--- config.mk ---
export PLATFORM = sky130hd
export DESIGN_NAME = paddle_ctrl_multi
export DESIGN_NICKNAME = d
export VERILOG_FILES = /design/src/rtl/paddle_ctrl_multi.sv
export SDC_FILE = /design/constraint.sdc
export NUM_CORES = 1
export LEC_CHECK = 0
export ABC_CLOCK_PERIOD_IN_PS = 11900
export CORE_MARGIN = 3
export CORE_UTILIZATION = 56
export DETAILED_ROUTE_END_ITERATION = 16
export GPL_TIMING_DRIVEN = 0
export PLACE_DENSITY = 0.77
export SYNTH_ARGS = -nofsm -noshare
export SYNTH_HDL_FRONTEND = slang
export SYNTH_SLANG_ARGS = --single-unit
--- constraint.sdc ---
create_clock -name i_clk -period 11.9 [get_ports i_clk]
set_input_delay 3.57 -clock i_clk [delete_from_list [all_inputs] [get_ports i_clk]]
set_output_delay 3.57 -clock i_clk [all_outputs]
set_load 0.03 [all_outputs]
--- src/rtl/paddle_ctrl_multi.sv ---
// paddle_ctrl_multi
//   N-paddle Y-position controller for the Pong datapath. Once per video
//   frame, each paddle channel samples its debounced up/down requests. It
//   moves the paddle and clamps it to the play field. While a direction is
//   held, the paddle speeds up.
//
// Ports
//   i_clk        pixel clock, sole clock
//   i_reset      synchronous active-high reset (dominates i_frame_tick)
//   i_frame_tick one-cycle pulse per frame; inputs are sampled only here
//   i_up         per-paddle move-up request
//   i_down       per-paddle move-down request
//   o_pos        packed paddle-top Y, paddle k at [k*POS_W +: POS_W]
//   o_moving     bit k set iff paddle k's position changed on the last tick
//   i_ball_y     (PADDLE_AI_EN only) ball Y used as the AI tracking target
//   i_ai_mask    (PADDLE_AI_EN only) per-paddle AI takeover enable
//
// Optional feature: define PADDLE_AI_EN to add AI-driven channels.

module paddle_ctrl_multi #(
  parameter int NUM_PADDLES   = 2,
  parameter int POS_W         = 10,
  parameter int SCREEN_HEIGHT = 480,
  parameter int PADDLE_HEIGHT = 100,
  parameter int SPEED_MIN     = 1,
  parameter int SPEED_MAX     = 8,
  parameter int ACCEL_FRAMES  = 4
) (
  input  logic                         i_clk,
  input  logic                         i_reset,
  input  logic                         i_frame_tick,
  input  logic [NUM_PADDLES-1:0]       i_up,
  input  logic [NUM_PADDLES-1:0]       i_down,
`ifdef PADDLE_AI_EN
  input  logic [POS_W-1:0]             i_ball_y,
  input  logic [NUM_PADDLES-1:0]       i_ai_mask,
`endif
  output logic [NUM_PADDLES*POS_W-1:0] o_pos,
  output logic [NUM_PADDLES-1:0]       o_moving
);

  localparam int SPD_W = $clog2(SPEED_MAX + 1);
  localparam int CNT_W = (ACCEL_FRAMES > 1) ? $clog2(ACCEL_FRAMES) : 1;

  localparam logic [1:0] IDLE      = 2'd0;
  localparam logic [1:0] MOVE_UP   = 2'd1;
  localparam logic [1:0] MOVE_DOWN = 2'd2;

  localparam logic [POS_W:0]   MAX_Y    = (POS_W+1)'(SCREEN_HEIGHT - PADDLE_HEIGHT);
  localparam logic [POS_W-1:0] POS_INIT = POS_W'((SCREEN_HEIGHT - PADDLE_HEIGHT) / 2);
  localparam logic [SPD_W-1:0] SPD_MIN  = SPD_W'(SPEED_MIN);
  localparam logic [SPD_W-1:0] SPD_MAX  = SPD_W'(SPEED_MAX);
  localparam logic [CNT_W-1:0] CNT_LAST = CNT_W'(ACCEL_FRAMES - 1);

`ifdef PADDLE_AI_EN
  localparam logic [POS_W:0] HALF_H  = (POS_W+1)'(PADDLE_HEIGHT / 2);
  localparam logic [POS_W:0] AI_STEP = (POS_W+1)'(SPEED_MIN);

  // Shared by all AI channels: ball Y shifted to the paddle top, clamped to the field.
  logic [POS_W:0] ball_ext;
  logic [POS_W:0] ai_target;
  always_comb begin
    ball_ext  = {1'b0, i_ball_y};
    ai_target = (ball_ext < HALF_H) ? '0 : (ball_ext - HALF_H);
    if (ai_target > MAX_Y) ai_target = MAX_Y;
  end
`endif

  genvar gi;
  generate
    for (gi = 0; gi < NUM_PADDLES; gi++) begin : g_chan
      logic [1:0]       state_reg, state_next;
      logic [POS_W-1:0] pos_reg, pos_next;
      logic [SPD_W-1:0] speed_reg, speed_next;
      logic [CNT_W-1:0] count_reg, count_next;
      logic             moving_reg, moving_next;

      // Button-driven step result
      logic [1:0]       btn_state;
      logic [POS_W-1:0] btn_pos;
      logic [SPD_W-1:0] btn_speed;
      logic [CNT_W-1:0] btn_count;
      logic [SPD_W-1:0] eff_speed;
      logic [CNT_W-1:0] eff_count;
      logic [POS_W:0]   pos_ext, spd_ext, pos_sum, pos_dif;

      always_comb begin
        if (i_up[gi] && !i_down[gi])      btn_state = MOVE_UP;
        else if (i_down[gi] && !i_up[gi]) btn_state = MOVE_DOWN;
        else                              btn_state = IDLE;

        // A new direction (or release) restarts the ramp before this tick's move.
        if (btn_state == IDLE || btn_state != state_reg) begin
          eff_speed = SPD_MIN;
          eff_count = '0;
        end else begin
          eff_speed = speed_reg;
          eff_count = count_reg;
        end

        pos_ext = {1'b0, pos_reg};
        spd_ext = (POS_W+1)'(eff_speed);
        pos_sum = pos_ext + spd_ext;
        pos_dif = pos_ext - spd_ext;

        btn_pos   = pos_reg;
        btn_speed = eff_speed;
        btn_count = eff_count;

        if (btn_state == MOVE_UP) begin
          btn_pos = (pos_ext < spd_ext) ? '0 : pos_dif[POS_W-1:0];
        end else if (btn_state == MOVE_DOWN) begin
          btn_pos = (pos_sum > MAX_Y) ? MAX_Y[POS_W-1:0] : pos_sum[POS_W-1:0];
        end

        // Acceleration keeps running against a wall even though the paddle does not move.
        if (btn_state != IDLE) begin
          if (eff_count == CNT_LAST) begin
            btn_count = '0;
            btn_speed = (eff_speed >= SPD_MAX) ? SPD_MAX : (eff_speed + SPD_W'(1));
          end else begin
            btn_count = eff_count + CNT_W'(1);
          end
        end
      end

`ifdef PADDLE_AI_EN
      logic [POS_W-1:0] ai_pos;
      logic [POS_W:0]   ai_dist;
      logic [POS_W:0]   ai_step;
      always_comb begin
        ai_dist = (pos_ext > ai_target) ? (pos_ext - ai_target) : (ai_target - pos_ext);
        ai_step = (ai_dist < AI_STEP) ? ai_dist : AI_STEP;
        if (pos_ext > ai_target) ai_pos = pos_reg - ai_step[POS_W-1:0];
        else                     ai_pos = pos_reg + ai_step[POS_W-1:0];
      end
`endif

      always_comb begin
        state_next  = state_reg;
        pos_next    = pos_reg;
        speed_next  = speed_reg;
        count_next  = count_reg;
        moving_next = moving_reg;
        if (i_frame_tick) begin
`ifdef PADDLE_AI_EN
          if (i_ai_mask[gi]) begin
            // AI tracking uses a fixed step; the ramp stays parked at its reset values.
            state_next = IDLE;
            pos_next   = ai_pos;
            speed_next = SPD_MIN;
            count_next = '0;
          end else begin
            state_next = btn_state;
            pos_next   = btn_pos;
            speed_next = btn_speed;
            count_next = btn_count;
          end
`else
          state_next = btn_state;
          pos_next   = btn_pos;
          speed_next = btn_speed;
          count_next = btn_count;
`endif
          moving_next = (pos_next != pos_reg);
        end
      end

      always_ff @(posedge i_clk) begin
        if (i_reset) begin
          state_reg  <= IDLE;
          pos_reg    <= POS_INIT;
          speed_reg  <= SPD_MIN;
          count_reg  <= '0;
          moving_reg <= 1'b0;
        end else begin
          state_reg  <= state_next;
          pos_reg    <= pos_next;
          speed_reg  <= speed_next;
          count_reg  <= count_next;
          moving_reg <= moving_next;
        end
      end

      assign o_pos[gi*POS_W +: POS_W] = pos_reg;
      assign o_moving[gi]             = moving_reg;
    end
  endgenerate

endmodule

After elaboration in Yosys (flattened, before gate mapping). Cells that the tools add are included.

Bits of input ports: 7. Register bits: 38. Output and inout port bits: 22. Word-level logic and storage cells: 74.

$lt $le $gt $ge: 6. Multiplexer cells: 26. Equal/unequal tests: 10. Reduce and logical (&&, ||, !) cells: 14. $add $sub $neg: 8.

Operators with widths (count): 2-to-1 mux 10 bit (8); 2-to-1 mux 4 bit (8); adder 10 x 4 -> 11 bit (2); greater-than comparator 11 x 9 -> 1 bit, second input constant (2); less-than comparator 10 x 4 -> 1 bit (2); 2-to-1 mux 2 bit (10); inequality test 10 bit (2); subtractor 10 x 4 -> 10 bit (2); adder 4 x 1 -> 4 bit, second input constant (2); equality test 2 bit, second input constant (4); >= comparator 4 bit, second input constant (2); adder 2 x 1 -> 2 bit, second input constant (2); equality test 2 x 1 -> 1 bit, second input constant (2); logical AND 1 bit (4); logical NOT 1 bit (4); logical NOT 2 bit (2); inequality test 2 bit (2); nonzero test 2 bit (2); logical OR 1 bit (2).

Longest topological paths before layout. Gate-level depths: netlist (run 1).

Word-level depth: 13. Gate-level depth with buffers: 18. Depth with buffers taken out: 17.

Least setup slack after synthesis (run 1). OpenSTA, ideal clock, no wires.

Path kind: input -> register. From: input port i_up[0]. To: register g_chan[0].pos_reg[4]. Slack: 4.371 ns. Required time: 11.778 ns. Cell stages on the path: 16. Arrival: 7.407 ns. Library setup time: 0.122 ns. Path buffers: 2. Path through: inv_1 > ha_1 > nor3_1 > nand2_1 > ha_1 > buf_6 > nand2b_4 > o2bb2ai_2 > or3_1 > a2111o_1 > or4_4 > o21ai_2 > buf_6 > a21boi_1 > o22ai_1 > a221o_1.

Longest elaborated chain between the ends: 12. Elaborated cells on any way between the ends: 19. Those cells by class: add/sub (2); order compare (2); eq/ne (3); mux (7); reduce/logical (5).

RTL lines: start: declaration (line 32) `input logic [NUM_PADDLES-1:0] i_up,`; logical NOT 1 bit (line 89) `else if (i_down[gi] && !i_up[gi]) btn_state = MOVE_DOWN;`; logical AND 1 bit (line 89); 2-to-1 mux 2 bit (line 89); 2-to-1 mux 2 bit * (line 88) `if (i_up[gi] && !i_down[gi]) btn_state = MOVE_UP;`; inequality test 2 bit / logical NOT 2 bit (equally long branches) (line 93) `if (btn_state == IDLE || btn_state != state_reg) begin`; logical OR 1 bit (line 93); 2-to-1 mux 4 bit (line 93); adder 10 x 4 -> 11 bit (line 103) `pos_sum = pos_ext + spd_ext;`; greater-than comparator 11 x 9 -> 1 bit (line 113) `btn_pos = (pos_sum > MAX_Y) ? MAX_Y[POS_W-1:0] : pos_sum[POS_W-1:0];`; 2-to-1 mux 10 bit (line 113); 2-to-1 mux 10 bit (line 112) `end else if (btn_state == MOVE_DOWN) begin`; 2-to-1 mux 10 bit * (line 110) `if (btn_state == MOVE_UP) begin`; end signal: assignment (line 178) `pos_reg <= pos_next;`; end: declaration (line 73) `logic [POS_W-1:0] pos_reg, pos_next;`.

Mark *: on every way between the ends. The rest lies on a longest branch, timed or not. A chain may end at the register's enable or synchronous reset.

Worst setup path in the final report (run 1).
From: input port i_down[0]. To: register g_chan[0].moving_reg.

Longest elaborated chain between the ends: 12. Elaborated cells on any way between the ends: 20. Those cells by class: add/sub (2); order compare (2); eq/ne (4); mux (7); reduce/logical (5).

RTL lines: start: declaration (line 33) `input logic [NUM_PADDLES-1:0] i_down,`; logical NOT 1 bit * (line 88); logical AND 1 bit * (line 88); 2-to-1 mux 2 bit * (line 88); net g_chan[0].btn_state[0] (line 79) `logic [1:0] btn_state;`; inequality test 2 bit / logical NOT 2 bit (equally long branches) (line 93); logical OR 1 bit (line 93); 2-to-1 mux 4 bit (line 93); adder 10 x 4 -> 11 bit (line 103); greater-than comparator 11 x 9 -> 1 bit (line 113); 2-to-1 mux 10 bit (line 113); 2-to-1 mux 10 bit (line 112); 2-to-1 mux 10 bit * (line 110); inequality test 10 bit * (line 165) `moving_next = (pos_next != pos_reg);`; end signal: assignment (line 181) `moving_reg <= moving_next;`; end: declaration (line 76) `logic moving_reg, moving_next;`.

The timed path passes the listed nets; every way through them passes the cells marked *.

==> results.tsv, run 1 <==
metric	value	unit
Post-synth top flop	dfxtp_1	
net switching fraction of the power	0.355	
DP Area	4500	sq um
minimum clock period	8.51	ns
share of layout cells above drive strength 1	0.0565	
Cells after DPL	691	
Max Freq	117	MHz
Placer Congestion	0.988	
FP Rows	30	
final setup fails	0	
Final TNS setup	0	ns
router iterations before antenna repair	6	
initial antenna violation count	0	
GRT overflow	0	
fin cells	698	
Comb pwr share	0.336	
max reg flops	20	
post_cts resized	0	
dpl ws	3.19	ns
largest fanout on the critical path	8	
Layout area overhead	12.0	%
root buffer cell	clkbuf_8	
Peak supply drop	0.0607	mV
Post-CTS Setup Bufs	0	
Synthesis Warnings	0	
DRC	0	
vias per cell	6.44	
dpl hpwl	9360	um
Clk pwr share	0.298	
Post-Synthesis Cells	569	
Leak Pwr	1.82	nW
Max Slew Vio Count	0	
Nets	641	
post-synth top area cell	dfxtp_1	
die height	91.7	um
Die W	91.7	um
final core occ	0.664	
Post-Syn Area	4120	sq um
DR vias	4497	
MaxCap Viol Count	0	
Clk Latency, worst-skew pair	0.30	ns
switching pwr	0.138	mW
EDFF count, synth	0	
Routed WL	12600	um
number of global-route vias before repair	4019	
Clock Tree Buf Depth	2	
#FFs+latches synth	38	
GRT Total Usage	0.298	
final worst slack	3.39	ns
DRT antenna net count	0	
hold_ws	0.513	ns
Core Box Area	6940	sq um
CTS buffer count	5	
most frequent cell after synthesis	nor2_1	
Reg clk slew, reported paths	0.07	ns
outcome	completed	
WL/cell	18.0	um
Setup Skew	0.00747	ns
critical path data required time	12.08	ns
async set-reset flop share out of synthesis	0	
I/O pin count	29	
Worst Tran Pin Value	0.972	ns
sequential element share of the synthesized area	0.185	
Arr. time, crit path	8.69	ns
final worst-path cycle share	0.715	
main area contributors after synthesis	dfxtp_1 18%, ha_1 8.5%, nor2_1 6.1%, o21ai_0 6.1%, nand2_1 3.9%	
CTS tree	done	
design area	4610	sq um
Hold Buf Count CTS	0	
worst hold path class	register to register	
pin count of the biggest net entering global routing	12	
Pwr Density	84.4	nW/um^2
Netlist cell types	76	
clock sink count	38	
final hold viol count	0	
first-pass GRT wire length	20400	um
synth cell count leaders	67 x nor2_1, 50 x o21ai_0, 43 x nand2_1, 39 x inv_1, 38 x dfxtp_1	
post-synth net total	608	
internal power	0.251	mW
DIE AREA	8410	sq um
Starting DRT DRC Count	474	
relative slew slack	0.346	
top-area cell type share of the netlist area	0.185	
ANT cells	0	
CP startpoint kind	input pin	
post-synthesis area per instance	7.23	sq um
CTS H-tree lvls	2	
RSZ-0062 raised after global routing	false	
Flop pwr share	0.366	
type of the worst setup path	input pin to register	
Overall Power	0.389	mW
CP Capture Type	register	
Port Buffers	26	
initial core utilization	0.593	
power groups by stage:
stage / clock network (mW) / logic [mW] / registers (mW)
after floorplan: 0 / 0.0850 / 0.150
after global placement: 0 / 0.125 / 0.145
after detailed placement: 0 / 0.127 / 0.145
after CTS: 0.117 / 0.128 / 0.142
after global routing: 0.121 / 0.142 / 0.143
final: 0.116 / 0.131 / 0.142
area by class of cell:
class / count / area [sq um]
timing repair buffer: 26 / 260
buffer: 38 / 169
inverter: 39 / 146
tap: 96 / 120
sequential: 38 / 761
clock inverter: 1 / 30.0
fill: 635 / 2340
clock buffer: 6 / 82.6
multi-input combinational: 454 / 3040
worst max-delay path, stage by stage:
cell,delay (ns)
clkdlybuf4s50_1,0.51
inv_1,0.06
ha_1,0.26
xor2_1,0.17
nor3_1,0.65
nand2b_1,0.29
ha_1,0.28
inv_1,0.07
fa_1,0.22
a21oi_1,0.13
o21ai_0,0.60
o21ai_0,0.27
or3b_2,0.55
a22oi_1,0.20
nand4_1,0.10
a2111o_1,0.41
a211oi_1,0.24
a31oi_1,0.13
layout by cell type (no fill, tap or decap), types with 5 or more instances in the layout:
| master | count |
|---|---|
| o221ai_1 | 5 |
| a221o_1 | 5 |
| o21ai_0 | 50 |
| ha_1 | 28 |
| inv_1 | 39 |
| mux2i_1 | 11 |
| nor3b_1 | 5 |
| a211oi_1 | 7 |
| a31oi_1 | 9 |
| o2111ai_1 | 5 |
| o21a_1 | 5 |
| a21oi_1 | 25 |
| nor2b_1 | 8 |
| a221oi_1 | 6 |
| or2_2 | 5 |
| or3_1 | 5 |
| clkdlybuf4s50_1 | 26 |
| and2_1 | 6 |
| nand2_1 | 43 |
| a22oi_1 | 12 |
| clkbuf_8 | 6 |
| nand3_1 | 14 |
| nor3_1 | 18 |
| nor2_1 | 67 |
| nand2b_1 | 10 |
| clkbuf_1 | 31 |
| xnor2_1 | 12 |
| o21bai_1 | 5 |
| dfxtp_1 | 38 |
| xor2_1 | 9 |
| a311oi_1 | 5 |
| o22ai_1 | 6 |
| and3_1 | 5 |
metal layers:
layer  track usage  share of wire  vias up
li1              -              -     2136
met1         0.452           0.46     2085
met2         0.442           0.42      250
met3        0.0410          0.097       26
met4        0.0693          0.017        0
met5             0              0        -
path summary, 6_finish.rpt:
kind / start / end / slack (ns) / cells after the start
worst max-delay path: i_down[0] / g_chan[0].moving_reg / 3.39 / 18
worst min-delay path: g_chan[1].count_reg[1] / g_chan[1].count_reg[1] / 0.51 / 2
worst max register to register: g_chan[0].state_reg[1] / g_chan[0].moving_reg / 7.16 / 15
worst min register to register: g_chan[1].count_reg[1] / g_chan[1].count_reg[1] / 0.51 / 2
cells by family after synthesis:
| group | Yosys count | synth area share |
|---|---|---|
| compound gates | 183 | 0.308 |
| xor+xnor | 21 | 0.0447 |
| fa+ha+maj | 32 | 0.105 |
| buf+inv | 77 | 0.0766 |
| flops | 38 | 0.185 |
| mux | 15 | 0.0383 |
| simple gates | 203 | 0.243 |
Power figures use the tool's default switching activity.
==> run 2: changes to the inputs <==
==> config.mk (replaced) <==
export PLATFORM = sky130hd
export DESIGN_NAME = paddle_ctrl_multi
export DESIGN_NICKNAME = d
export VERILOG_FILES = /design/src/rtl/paddle_ctrl_multi.sv
export SDC_FILE = /design/constraint.sdc
export NUM_CORES = 1
export LEC_CHECK = 0
export ABC_CLOCK_PERIOD_IN_PS = 7550
export CORE_MARGIN = 3
export CORE_UTILIZATION = 55
export DETAILED_ROUTE_END_ITERATION = 16
export GPL_TIMING_DRIVEN = 0
export PLACE_DENSITY = 0.79
export SYNTH_ARGS = -nofsm -noshare
export SYNTH_HDL_FRONTEND = slang
export SYNTH_SLANG_ARGS = --single-unit
==> constraint.sdc (replaced) <==
create_clock -name i_clk -period 7.55 [get_ports i_clk]
set_input_delay 2.265 -clock i_clk [delete_from_list [all_inputs] [get_ports i_clk]]
set_output_delay 2.265 -clock i_clk [all_outputs]
set_load 0.03 [all_outputs]
==> run 2 against run 1 <==
- utilization shrank 0.21 points
- highest routed layer unchanged
- combinational power rose by 59%
- global-route usage is essentially flat
- worst hold slack better by 0.0026 ns
- non-clock buffer count unchanged
- routed wire length up 2.1%
- largest power group unchanged
==> results.tsv, run 2 (synthesis results as in run 1) <==
metric	value	unit	change
Worst Tran Pin Value	0.766	ns	-0.206 ns
Flop pwr share	0.342		-0.024
internal power	0.431	mW	+72%
minimum clock period	7.16	ns	
DIE AREA	8560	sq um	+1.7%
router iterations before antenna repair	5		-1
clock sink count	38		unchanged
max reg flops	20		unchanged
Routed WL	12800	um	+2.1%
Hold Buf Count CTS	0		unchanged
relative slew slack	0.485		+0.139
worst hold path class	register to register		
die height	92.5	um	+0.84%
initial antenna violation count	0		unchanged
Core Box Area	7020	sq um	+1.1%
Max Slew Vio Count	0		unchanged
first-pass GRT wire length	20600	um	+1.2%
post_cts resized	0		unchanged
Arr. time, crit path	7.35	ns	-1.34 ns
initial core utilization	0.586		-0.00634
Layout area overhead	12.8	%	
R2R setup slack	2.88	ns	-4.28 ns
Starting DRT DRC Count	382		-19%
dpl hpwl	9700	um	+3.7%
Clk pwr share	0.340		+0.042
share of layout cells above drive strength 1	0.0597		+0.00322
final worst-path cycle share	0.949		
FP Rows	30		unchanged
Comb pwr share	0.318		-0.018
outcome	completed		
RSZ-0062 raised after global routing	false		
CP startpoint kind	input pin		
Clk Latency, worst-skew pair	0.30	ns	about the same
CTS H-tree lvls	2		unchanged
critical path data required time	7.74	ns	-4.34 ns
Final TNS setup	0	ns	unchanged
net switching fraction of the power	0.342		-0.0137
GRT overflow	0		unchanged
Leak Pwr	1.83	nW	+0.83%
final hold viol count	0		unchanged
Max Freq	140	MHz	
Die W	92.5	um	+0.84%
Reg clk slew, reported paths	0.08	ns	about the same
GRT Total Usage	0.298		+0.000312
CTS buffer count	5		unchanged
MaxCap Viol Count	0		unchanged
RR Endpoint	g_chan[0].moving_reg		
Setup Skew	0.00654	ns	-0.000933 ns
switching pwr	0.224	mW	+62%
vias per cell	6.41		-0.48%
ANT cells	0		unchanged
R2R cell count	15		unchanged
RR Startpoint	g_chan[0].state_reg[1]		
root buffer cell	clkbuf_8		
final setup fails	0		unchanged
pin count of the biggest net entering global routing	13		+1
DRC	0		unchanged
dpl ws	0.132	ns	-3.06 ns
Pwr Density	141	nW/um^2	+67%
DRT antenna net count	0		unchanged
Port Buffers	26		unchanged
final worst slack	0.388	ns	-3.00 ns
type of the worst setup path	input pin to register		
Clock Tree Buf Depth	2		unchanged
Post-CTS Setup Bufs	0		unchanged
commonest non-fill, non-tap cell in the layout	nor2_1		
DR vias	4482		-0.33%
WL/cell	18.3	um	+2.0%
CP Launch Point	i_down[0]		
CP Capture Type	register		
Peak supply drop	0.0918	mV	+51%
CTS tree	done		
number of global-route vias before repair	4153		+3.3%
largest fanout on the critical path	8		unchanged
Nets	641		unchanged
I/O pin count	29		unchanged
CP Capture Point	g_chan[0].moving_reg		
Placer Congestion	1.00		+1.3%
highest-count cells in the layout ignoring fill and taps	67 x nor2_1, 50 x o21ai_0, 43 x nand2_1		
[run 2: worst min-delay path by stage]
| stage | from | to | slack (ns) | depth (start not counted) |
|---|---|---|---|---|
| CTS | g_chan[0].moving_reg | g_chan[0].moving_reg | 0.52 | 2 |
| global route | g_chan[1].speed_reg[0] | g_chan[1].speed_reg[0] | 0.54 | 2 |
| floorplan | g_chan[1].speed_reg[0] | g_chan[1].speed_reg[0] | 0.45 | 2 |
| finish | g_chan[1].count_reg[1] | g_chan[1].count_reg[1] | 0.52 | 2 |
| global placement | g_chan[0].speed_reg[0] | g_chan[0].speed_reg[0] | 0.48 | 2 |
| detailed placement | g_chan[1].speed_reg[0] | g_chan[1].speed_reg[0] | 0.50 | 2 |
[run 2: power groups by stage]
stage	clock network, mW	registers (mW)	logic (mW)
6_report	0.222	0.224	0.208
5_1_grt	0.229	0.226	0.225
4_1_cts	0.222	0.224	0.203
3_5_place_dp	0	0.228	0.202
3_3_place_gp	0	0.228	0.198
2_1_floorplan	0	0.236	0.134
[run 2: critical path: stages]
cell             delay, ns
clkdlybuf4s50_1       0.53
inv_1                 0.06
ha_1                  0.27
xor2_1                0.17
nor3_1                0.59
nand2b_1              0.27
ha_1                  0.27
inv_1                 0.07
fa_1                  0.22
a21oi_1               0.14
o21ai_0               0.57
o21ai_0               0.31
or3b_2                0.57
a22oi_1               0.20
nand4_1               0.10
a2111o_1              0.42
a211oi_1              0.20
a31oi_1               0.11
[run 2: final cells by class]
class | count | area, sq um
plain buffers | 38 | 169
flip-flops and latches | 38 | 761
inverters | 39 | 146
clock buffers | 6 | 82.6
multi-input cells | 454 | 3040
fillers | 623 | 2380
clock inverters | 2 | 60.1
well taps | 96 | 120
repair buffers | 26 | 260
[run 2: routing by layer]
metal,track usage,wire length [um],vias up,share of wire
met5,0,0,-,0
met4,0.0767,152,0,0.012
met3,0.0642,1130,18,0.088
met2,0.460,5710,235,0.45
met1,0.419,5830,2096,0.45
li1,-,-,2133,-
[run 2: stage by stage]
step / instance area [sq um] / std cells / hold slack [ns] / util / total power, mW
after detailed placement: 4500 / 691 / 0.501 / 0.640 / 0.430
after global placement: 4500 / 691 / 0.477 / 0.640 / 0.426
after floorplan: 4120 / 569 / 0.452 / - / 0.370
after global routing: 4640 / 699 / 0.543 / 0.661 / 0.679
final: 4640 / 699 / 0.515 / 0.661 / 0.654
after CTS: 4640 / 699 / 0.521 / 0.661 / 0.649
==> run 3: changes to the inputs <==
--- a/config.mk
+++ b/config.mk
@@ -9,6 +9,7 @@
 export CORE_MARGIN = 3
 export CORE_UTILIZATION = 55
 export DETAILED_ROUTE_END_ITERATION = 16
+export GPL_ROUTABILITY_DRIVEN = 0
 export GPL_TIMING_DRIVEN = 0
 export PLACE_DENSITY = 0.79
 export SYNTH_ARGS = -nofsm -noshare
==> run 3 against run 2 <==
- critical path depth is 2 lower
- power shrank 11%
- critical path type unchanged
- critical endpoint unchanged
- maximum frequency fell by 0.76%
- largest power group unchanged
==> results.tsv, run 3 (synthesis results as in run 1) <==
metric	value	unit	change
outcome	completed		
commonest non-fill, non-tap cell in the layout	nor2_1		
Post-CTS Setup Bufs	0		unchanged
number of global-route vias before repair	3931		-5.3%
Comb pwr share	0.355		+0.037
final worst slack	0.333	ns	-0.0545 ns
minimum clock period	7.22	ns	+0.0545 ns
highest-count cells in the layout ignoring fill and taps	67 x nor2_1, 50 x o21ai_0, 43 x nand2_1		
root buffer cell	clkbuf_8		
post_cts resized	0		unchanged
Final TNS setup	0	ns	unchanged
Layout area overhead	11.6	%	
Peak supply drop	0.100	mV	+9.1%
Pwr Density	126	nW/um^2	-10%
first-pass GRT wire length	19400	um	-5.8%
dpl ws	0.136	ns	+0.00418 ns
CTS tree	done		
WL/cell	17.4	um	-5.0%
GRT Total Usage	0.277		-0.0212
ANT cells	0		unchanged
Setup Skew	0.00471	ns	-0.00183 ns
Die W	92.5	um	unchanged
CTS H-tree lvls	2		unchanged
CTS buffer count	5		unchanged
Hold Buf Count CTS	0		unchanged
worst hold path class	register to register		
initial antenna violation count	0		unchanged
Reg clk slew, reported paths	0.08	ns	about the same
Starting DRT DRC Count	655		+71%
share of layout cells above drive strength 1	0.0580		-0.00166
Leak Pwr	1.81	nW	-1.4%
net switching fraction of the power	0.373		+0.0319
relative slew slack	0.434		-0.0512
DRT antenna net count	0		unchanged
internal power	0.363	mW	-16%
CP startpoint kind	input pin		
critical path data required time	7.72	ns	-0.02 ns
Max Freq	139	MHz	-0.76%
DRC	0		unchanged
clock sink count	38		unchanged
switching pwr	0.216	mW	-3.2%
type of the worst setup path	input pin to register		
GRT overflow	0		unchanged
max reg flops	20		unchanged
FILL cells	651		+4.5%
Clock Tree Buf Depth	2		unchanged
RSZ-0062 raised after global routing	false		
CP Capture Type	register		
Clk Latency, worst-skew pair	0.29	ns	about the same
Max Slew Vio Count	0		unchanged
dpl hpwl	9170	um	-5.4%
Nets	641		unchanged
DR vias	4592		+2.5%
final hold viol count	0		unchanged
MaxCap Viol Count	0		unchanged
pin count of the biggest net entering global routing	13		unchanged
Flop pwr share	0.387		+0.045
Core Box Area	7020	sq um	unchanged
DIE AREA	8560	sq um	unchanged
Clk pwr share	0.258		-0.082
final worst-path cycle share	0.956		+0.00722
Worst Tran Pin Value	0.842	ns	+0.0760 ns
FP Rows	30		unchanged
Port Buffers	26		unchanged
Routed WL	12200	um	-5.0%
initial core utilization	0.586		unchanged
final setup fails	0		unchanged
largest fanout on the critical path	8		unchanged
vias per cell	6.57		+2.5%
I/O pin count	29		unchanged
die height	92.5	um	unchanged
Arr. time, crit path	7.39	ns	+0.04 ns
router iterations before antenna repair	7		+2
Overall Power	0.579	mW	-11%
## run 3: cell types whose count changed in the layout (fill, tap and decap cells not counted), sizes merged
cell,delta
clkinv,+1
bufinv,-2
clkinvlp,+1
## run 3: power groups by stage
stage | registers, mW | logic, mW | clock network, mW
after floorplan | 0.236 | 0.134 | 0
after global placement | 0.228 | 0.195 | 0
after detailed placement | 0.229 | 0.200 | 0
after CTS | 0.224 | 0.201 | 0.152
after global routing | 0.226 | 0.222 | 0.158
final | 0.224 | 0.206 | 0.149
## run 3: per-stage QoR
stage,area (sq um),hold slack [ns],std cells,util
2_1_floorplan,4120,0.452,569,-
3_3_place_gp,4500,0.475,691,0.640
3_5_place_dp,4500,0.488,691,0.640
4_1_cts,4590,0.506,699,0.654
5_1_grt,4590,0.536,699,0.654
6_report,4590,0.503,699,0.654
## run 3: area by class of cell
cell class | instances | area, sq um | share of cell area
multi-input cells | 454 | 3040 | 0.662
clock inverters | 2 | 12.5 | 0.00273
repair buffers | 26 | 260 | 0.0567
clock buffers | 6 | 82.6 | 0.0180
inverters | 39 | 146 | 0.0319
flip-flops and latches | 38 | 761 | 0.166
plain buffers | 38 | 169 | 0.0368
well taps | 96 | 120 | 0.0262
## run 3: metal layers
layer	share of wire	track usage	wire, um
met2	0.44	0.430	5370
met1	0.44	0.403	5350
met5	0	0	0
met3	0.094	0.0341	1150
met4	0.026	0.0705	317
## run 3: worst paths after layout
| kind | start | endpoint | slack, ns | depth (start not counted) |
|---|---|---|---|---|
| worst max-delay path | i_down[0] | g_chan[0].moving_reg | 0.33 | 16 |
| worst min-delay path | g_chan[1].speed_reg[0] | g_chan[1].speed_reg[0] | 0.50 | 2 |
| worst max register to register | g_chan[0].state_reg[1] | g_chan[0].moving_reg | 2.83 | 13 |
| worst min register to register | g_chan[1].speed_reg[0] | g_chan[1].speed_reg[0] | 0.50 | 2 |
## run 3: worst max-delay path, stage by stage
cell and delay, ns:
clkdlybuf4s50_1 0.51, inv_1 0.07, ha_1 0.27, xor2_1 0.17, nor3_1 0.62, nand2_1 0.34, ha_1 0.49, inv_1 0.13
o21ai_0 0.59, o21ai_0 0.27, or3b_2 0.55, a22oi_1 0.22, nand4_1 0.12, a2111o_1 0.41, a211oi_1 0.24, a31oi_1 0.12
